`config.mk`:
```
export PLATFORM = sky130hd
export DESIGN_NAME = timeout_timer
export DESIGN_NICKNAME = d
export VERILOG_FILES = /design/src/rtl/timeout_timer.sv
export SDC_FILE = /design/constraint.sdc
export NUM_CORES = 1
export LEC_CHECK = 0
export CORE_MARGIN = 2
export CORE_UTILIZATION = 52
export DETAILED_ROUTE_END_ITERATION = 10
export PLACE_DENSITY = 0.89
export SLEW_MARGIN = 25
export SYNTH_ARGS = -nofsm -noshare
export SYNTH_HDL_FRONTEND = slang
export SYNTH_SLANG_ARGS = --single-unit
```
`constraint.sdc`:
```
create_clock -name clk -period 3.1 [get_ports clk]
set_input_delay 0.62 -clock clk [delete_from_list [all_inputs] [get_ports clk]]
set_output_delay 0.62 -clock clk [all_outputs]
set_load 0.03 [all_outputs]
```
`src/rtl/timeout_timer.sv`:
```
// Loadable down-counter watchdog.
// Ports: clk, reset (async active-low), load_i/load_val_i reload the
// count, tick_i decrements it (saturating at zero), zero_c flags zero.
module timeout_timer #(
  parameter int unsigned WIDTH = 20
) (
  input  logic             clk,
  input  logic             reset,
  input  logic             load_i,
  input  logic [WIDTH-1:0] load_val_i,
  input  logic             tick_i,
  output logic             zero_c
);

  logic [WIDTH-1:0] count_q, count_d;

  // Load wins over tick; the count never wraps below zero.
  always_comb begin
    count_d = count_q;
    if (load_i) begin
      count_d = load_val_i;
    end else if (tick_i && (count_q != '0)) begin
      count_d = count_q - WIDTH'(1);
    end
  end

  always_ff @(posedge clk or negedge reset) begin
    if (!reset) begin
      count_q <= '0;
    end else begin
      count_q <= count_d;
    end
  end

  assign zero_c = (count_q == '0);

endmodule

```
==> Word-level counts from Yosys, hierarchy flattened <==
Cells that the tools add are included.
{ "totals": {"word_cells": 8, "output_inout_bits": 1, "reg_bits": 20, "inputBits": 24} }
{ "op_classes": {"add_sub_neg": 1, "n_reduce_logical": 4, "muxes": 2} }
{ "ops": {"columns": ["op", "count"], "rows": [
  ["$mux W20", 2],
  ["$logic_not A20 Y1", 1],
  ["$reduce_bool A20 Y1", 1],
  ["$sub A20 B1 Y20 const B", 1],
  ["$reduce_bool A2 Y1", 1],
  ["$logic_and A1 B1 Y1", 1]
]} }

==> Logic depth before layout (Yosys ltp) <==
Gate-level depths: netlist of run 1.
{ "depth": {"word_depth": 4, "mapped_depth": 7, "mapped_depth_nobuf": 6} }

==> Worst setup path before layout of run 1 <==
OpenSTA, ideal clock, no wires.
{ "synth_timing": {"kind": "reg-to-output", "from": "register count_q[6]", "to": "output port zero_c", "arrival_time_ns": 2.151, "stages_incl_launch_ff": 6, "slack_ns": 0.329, "required_ns": 2.480, "n_path_buf": 2, "cell_sequence": "dfrtp_1 or4_1 buf_2 or4_1 buf_2 nor3_2"} }
{ "synth_between": {"elab_chain_len": 1} }
{ "synth_lines": {"columns": ["item", "line", "source"], "rows": [
  ["start: declaration", "15", "logic [WIDTH-1:0] count_q, count_d;"],
  ["start signal: assignment", "31", "count_q <= count_d;"],
  ["$logic_not A20 Y1", "35", "assign zero_c = (count_q == '0);"],
  ["end: declaration", "12", "output logic zero_c"]
]} }
No other way between the ends.

==> Worst setup path in the final report of run 1 <==
{ "layout_timing": {"from": "register count_q[11]", "to": "output port zero_c"} }
Same word-level chain as after synthesis.

==> run_results.csv, run 1 <==
group,metric,value,unit
run_status,status,"complete, no violations",
cts,clock-sinks,20,
final_layout,areaGrowthSynthToFinish,23.94,%
routing,vias,1488,
worst_setup_path,crit_type,"reg2out",
cts,clk_latency,0.32,ns
placement,place.gp.congestion,0.8508,
routing,drc,0,
grt,grt.overflow.total,0,
final_layout,fin_area,0.001749,sq mm
placement,port_buffers,24,
floorplanning,num_rows,18,
timing,min_period,2.964,ns
job,drv_cap,0,
final_layout,diodes,0,
cts,post_cts_resize_count,0,
timing,max_freq,0.3374,GHz
timing,skew,0.01010,ns
logic_synthesis,synthCells,165,
final_layout,post-route-util,69.35,%
placement,post_dp_cell_area,0.001702,sq mm
cts,cts-root-buf,"clkbuf_4",
cts,cts_buffers,3,
timing,finalMaxSlewViolations,0,
cts,htreeDepth,1,
final_layout,layout-drive-gt1-share,11.58,%
timing,rsz0062_at_grt,"false",
power,ir_drop,429.3,uV
floorplanning,coreArea,0.002522,sq mm
final_layout,multiInputGateArea,839.6,sq um
routing,dr.pass1.iters,4,
final_layout,nets,217,
final_layout,regArea,500.5,sq um
floorplanning,ios,25,
worst_setup_path,critPathCaptureType,"output port",
grt,groute.usage.overall,24.48,%
timing,period_share,95.60,%
worst_setup_path,start_kind,"flip-flop",
logic_synthesis,synth_warnings,0,
grt,antenna_found_initial,0,
final_layout,reg_top3,"count_q: 20 flops",
routing,wirelength,3766,microns
floorplanning,dieWidth,56.10,microns
grt,grt_pass1_vias,1416,
cts,post_cts_buffers,0,
placement,dp_hpwl,2645,microns
hold_path,min_path_type,"in2async",
floorplanning,die-area,0.003147,sq mm
logic_synthesis,synth_seq_cells,20,
final_layout,top_register,"count_q",
floorplanning,die_height,56.10,microns
worst_setup_path,arrival,2.34,ns
power,leakagePower,0.6473,nW
worst_setup_path,max_stage_delay,0.67,ns
timing,worst_pin_slew,0.6411,ns
worst_setup_path,rr_worst_depth,5,
final_layout,fill_cells,208,
logic_synthesis,synth_cell_type_count,43,
cts,clk_path_buf_depth,2,
routing,drtIter0Drc,60,
logic_synthesis,syn-mean-instance-area,8.554,sq um
final_layout,largest_register_ffs,20,
cts,clk_pin_slew,0.14,ns
cts,cts_tree,"yes",
placement,place_ws,0.09757,ns
cts,cts_hold_buffers,0,
logic_synthesis,syn_nets,191,
timing,finalSetupViolations,0,
worst_setup_path,crit_fanout,8,
timing,slew_headroom,56.16,%
timing,timing.final.ws_setup,0.1363,ns
power,powerDensity,409.6,mW/mm^2
timing,hold_viol,0,
worst_setup_path,path_cells,"or4_1 -> or2_2 -> nor3_2 -> buf_4",
logic_synthesis,synth_edf_count,0,
logic_synthesis,yosysSeqAreaShare,35.46,%
worst_setup_path,cp_data_required_time,2.48,ns
worst_setup_path,slowest_stage,"or4_1",
logic_synthesis,synth.cell_area,0.001411,sq mm
logic_synthesis,synth-main-ff-cell,"dfrtp_1",
grt,grt_pass1_wl,6168,microns
logic_synthesis,synthArstFlopShare,100.0,%
floorplanning,initial_core_util,55.95,%
grt,grt_max_degree,27,
routing,postRouteAntennaNets,0,
routing,viasPerCell,6.764,
routing,wl_per_cell,17.12,microns
timing,tns,0,ns
## critical path: cells and delay by family (launching register included)
family	cells	cell delay [ns]
flops	1	0.49
simple gates	3	1.33
buf+inv	1	0.21
## Yosys cell counts (3+ instances only)
cell,instances,area [sq um]
nand3_1,8,40.04
or2_2,4,25.02
buf_2,3,15.01
nor3_1,3,15.01
nand2_1,12,45.04
o211ai_1,3,22.52
a31oi_1,4,25.02
nor2b_1,6,37.54
or4_1,7,52.55
o311ai_0,5,43.79
o21ai_0,6,30.03
a22oi_1,3,22.52
o41ai_1,4,35.03
dfrtp_1,20,500.5
nor4_1,7,43.79
nand4_1,3,18.77
a21oi_1,3,15.01
clkbuf_1,8,30.03
and2_1,4,25.02
a311o_1,3,30.03
inv_1,7,26.28
nor2_1,13,48.80
o31a_1,3,26.28
## cells in the final DEF (no fill, tap or decap), types with 4 or more instances in the layout
cell type        netlist  routed
nor4_1                 7       7
buf_4                  0       9
dfrtp_1               20      20
o311ai_0               5       5
nor2_1                13      13
inv_1                  7       7
nand2_1               12      12
nor2b_1                6       6
nand3_1                8       8
and2_1                 4       4
or2_2                  4       4
a31oi_1                4       4
or4_1                  7       7
o41ai_1                4       4
o21ai_0                6       6
clkdlybuf4s50_1        0      22
## where the power goes
part / internal, W / switching (W) / total (W)
clock network: 0.000131 / 0.0000962 / 0.000227
logic: 0.0000822 / 0.0000804 / 0.000163
registers: 0.000291 / 0.0000360 / 0.000327
## layer usage
layer	track usage [%]	part of all wire, %	up-vias
met4	7.823	1.5	0
met5	0	0	-
met2	42.86	49	65
met3	6.977	6.9	10
met1	28.63	43	715
li1	-	-	698
## final timing paths
path | slack (ns) | endpoint | from
setup reg to reg | 0.48 | count_q[12]$_DFFE_PN0P_ | count_q[6]$_DFFE_PN0P_
max in group asynchronous | 2.53 | count_q[1]$_DFFE_PN0P_ | reset
min in group clk | 0.58 | count_q[2]$_DFFE_PN0P_ | count_q[2]$_DFFE_PN0P_
hold / removal | 0.23 | count_q[8]$_DFFE_PN0P_ | reset
hold reg to reg | 0.58 | count_q[2]$_DFFE_PN0P_ | count_q[2]$_DFFE_PN0P_
setup / recovery | 0.14 | zero_c | count_q[11]$_DFFE_PN0P_
## cell type report
cell class | instances | area share (%)
Clock inverter | 1 | 1.717
Sequential cell | 20 | 28.61
Multi-Input combinational cell | 127 | 48.00
Timing Repair Buffer | 32 | 16.74
Clock buffer | 3 | 1.288
Inverter | 7 | 1.502
Tap cell | 30 | 2.146
## per-stage QoR
| stage | hold WS, ns | instances | total power [W] |
|---|---|---|---|
| floorplan | 0.3244 | 165 | 0.0004230 |
| global placement | 0.5325 | 216 | 0.0004807 |
| detailed placement | 0.5572 | 216 | 0.0004910 |
| CTS | 0.5754 | 220 | 0.0007135 |
| global route | 0.2466 | 220 | 0.0007446 |
| finish | 0.2271 | 220 | 0.0007164 |
## logic make-up after synthesis
group	after synthesis	share of synthesized area [%]
AND/OR/NAND/NOR	77	31.21
flip-flops	20	35.46
adder cells (fa/ha/maj)	2	1.773
AO/OA/AOI/OAI	48	26.51
buffers and inverters	18	5.053
Power figures use the tool's default switching activity.
==> inputs of run 2 (changes only) <==
--- a/config.mk
+++ b/config.mk
@@ -5,10 +5,13 @@
 export SDC_FILE = /design/constraint.sdc
 export NUM_CORES = 1
 export LEC_CHECK = 0
+export CELL_PAD_IN_SITES_DETAIL_PLACEMENT = 1
+export CELL_PAD_IN_SITES_GLOBAL_PLACEMENT = 1
+export CORE_ASPECT_RATIO = 0.6
 export CORE_MARGIN = 2
-export CORE_UTILIZATION = 52
+export CORE_UTILIZATION = 35
 export DETAILED_ROUTE_END_ITERATION = 10
-export PLACE_DENSITY = 0.89
+export PLACE_DENSITY = 0.85
 export SLEW_MARGIN = 25
 export SYNTH_ARGS = -nofsm -noshare
 export SYNTH_HDL_FRONTEND = slang
==> constraint.sdc (replaced) <==
create_clock -name clk -period 2.6 [get_ports clk]
set_input_delay 0.52 -clock clk [delete_from_list [all_inputs] [get_ports clk]]
set_output_delay 0.52 -clock clk [all_outputs]
set_load 0.03 [all_outputs]
==> run 2 against run 1 <==
Compared with the run above:
- register-to-register slack got worse by 0.31 ns
- cell count increased by 13%
- critical endpoint unchanged
- clock power increased by 9.3%
- first-iteration DRC count increased by 73%
- clock skew decreased by 0.0054 ns
- largest cell class unchanged
==> run_results.csv, run 2 (synthesis gave the netlist of run 1 again) <==
group,metric,value,unit
placement,dp_hpwl,3427,microns
final_layout,reg_top3,"count_q: 20 flops",
power,p_sw,0.0002713,W
floorplanning,coreArea,0.003765,sq mm
final_layout,top_register,"count_q",
worst_setup_path,arrival,2.01,ns
routing,viasPerCell,6.145,
routing,wirelength,4763,microns
timing,finalSetupViolations,0,
grt,groute.usage.overall,22.47,%
timing,timing.final.ws_setup,0.06620,ns
routing,drc,0,
timing,holdWs,0.5464,ns
grt,grt.overflow.total,0,
worst_setup_path,slowest_stage,"or4_4",
power,seqPwrFrac,45.2,%
timing,skew,0.004739,ns
grt,antenna_found_initial,0,
power,swShare,31.14,%
worst_setup_path,max_stage_delay,0.55,ns
cts,htreeDepth,1,
hold_path,min_path_cells,1,
worst_setup_path,crit_type,"reg2out",
timing,min_period,2.534,ns
power,leakagePower,0.7249,nW
floorplanning,die_height,53.19,microns
run_status,status,"complete, no violations",
worst_setup_path,start_kind,"flip-flop",
timing,hold_viol,0,
final_layout,layout_commonest_cell,"clkdlybuf4s50_1",
worst_setup_path,rr_worst_depth,7,
power,intPower,0.0006000,W
worst_setup_path,crit_fanout,4,
power,p_clk_share,28.4,%
placement,port_buffers,24,
placement,place.gp.congestion,0.7900,
timing,worst_pin_slew,0.5275,ns
cts,cts-root-buf,"clkbuf_8",
job,drv_cap,0,
worst_setup_path,setup.worst_path.start,"count_q[6]$_DFFE_PN0P_",
final_layout,diodes,0,
power,ir_drop,220.9,uV
worst_setup_path,critPathCaptureType,"output port",
final_layout,fin_area,0.001902,sq mm
cts,clock-sinks,20,
timing,slew_headroom,64.54,%
placement,dp_cells,243,
floorplanning,ios,25,
timing,max_freq,0.3947,GHz
hold_path,min_to,"count_q[4]$_DFFE_PN0P_",
cts,cts_buffers,3,
hold_path,min_path_type,"reg2reg",
worst_setup_path,cp_data_required_time,2.08,ns
timing,tns,0,ns
power,powerDensity,458.1,mW/mm^2
final_layout,layout-drive-gt1-share,17.91,%
worst_setup_path,path_cells,"or4_4 -> or4_4 -> nor3_4 -> buf_6",
floorplanning,die-area,0.004573,sq mm
worst_setup_path,r2r-end,"count_q[18]$_DFFE_PN0P_",
cts,clk_latency,0.26,ns
timing,finalMaxSlewViolations,0,
worst_setup_path,ff2ff_setup_slack,0.17,ns
routing,postRouteAntennaNets,0,
routing,dr.pass1.iters,4,
final_layout,largest_register_ffs,20,
grt,grt_pass1_wl,7790,microns
worst_setup_path,cp.buffers_inverters,1,
floorplanning,num_rows,17,
routing,vias,1524,
placement,post_dp_cell_area,0.001817,sq mm
worst_setup_path,r2r_start,"count_q[1]$_DFFE_PN0P_",
grt,grt_pass1_vias,1544,
routing,wl_per_cell,19.21,microns
cts,clk_path_buf_depth,2,
final_layout,stdcell_count,248,
cts,cts_tree,"yes",
hold_path,min_from,"count_q[4]$_DFFE_PN0P_",
worst_setup_path,cp_top_family,"simple AND/OR/NAND/NOR gates",
cts,clk_pin_slew,0.08,ns
final_layout,areaGrowthSynthToFinish,34.75,%
worst_setup_path,crit_path_frequent_cell,"or4_4",
floorplanning,initial_core_util,37.49,%
routing,drtIter0Drc,104,
grt,grt_max_degree,54,
timing,period_share,97.45,%
power,p_comb_share,26.3,%
floorplanning,dieWidth,85.98,microns
final_layout,layout_common_cells,"23 x clkdlybuf4s50_1, 19 x dfrtp_1, 18 x buf_4, 13 x nor2_1, 12 x nand2_1",
placement,place_ws,-0.1295,ns
final_layout,nets,228,
## run 2: changes by cell type in the layout (fill, tap and decap cells not counted), sizes merged
cell	before	now
clkdlybuf4s50	22	23
clkbuf	3	4
buf	10	20
bufinv	1	0
## run 2: cell type report
class,count,area (sq um)
clock buffers,4,55.05
fillers,457,1863
inverters,7,26.28
multi-input cells,127,863.3
flip-flops and latches,20,501.7
well taps,47,58.81
repair buffers,43,396.6
## run 2: routing by layer
metal	global-route usage [%]	routed length (microns)	vias up
li1	-	-	724
met1	31.94	2343	749
met2	34.37	2100	41
met3	4.836	229	10
met4	6.349	90	0
met5	0	0	-
## run 2: through the flow
step	utilization (%)	total power, W
5_1_grt	50.52	0.0009268
4_1_cts	49.82	0.0008688
3_3_place_gp	48.26	0.0005953
6_report	50.52	0.0008713
2_1_floorplan	-	0.0005047
3_5_place_dp	48.26	0.0006152
## run 2: power groups by stage
stage                     combinational [W]  sequential, W  clock [W]
after floorplan                    0.000122       0.000382          0
after global placement             0.000205       0.000391          0
after detailed placement           0.000219       0.000396          0
after CTS                          0.000222       0.000390   0.000257
after global routing               0.000254       0.000400   0.000272
final                              0.000229       0.000394   0.000248
## run 2: repair_timing
action,CTS,global route
hold buffers,0,0
setup endpoints to repair,1,3
buffers inserted,0,1
pin swaps,0,0
gates resized for setup,1,7
## run 2: how the worst max path moves through the flow
stage / end / slack, ns / cells after the start
floorplan: zero_c / 0.11 / 4
global placement: count_q[18]$_DFFE_PN0P_ / -0.04 / 6
detailed placement: count_q[11]$_DFFE_PN0P_ / -0.13 / 7
CTS: zero_c / 0.02 / 4
global route: zero_c / -0.004 / 4
finish: zero_c / 0.07 / 4
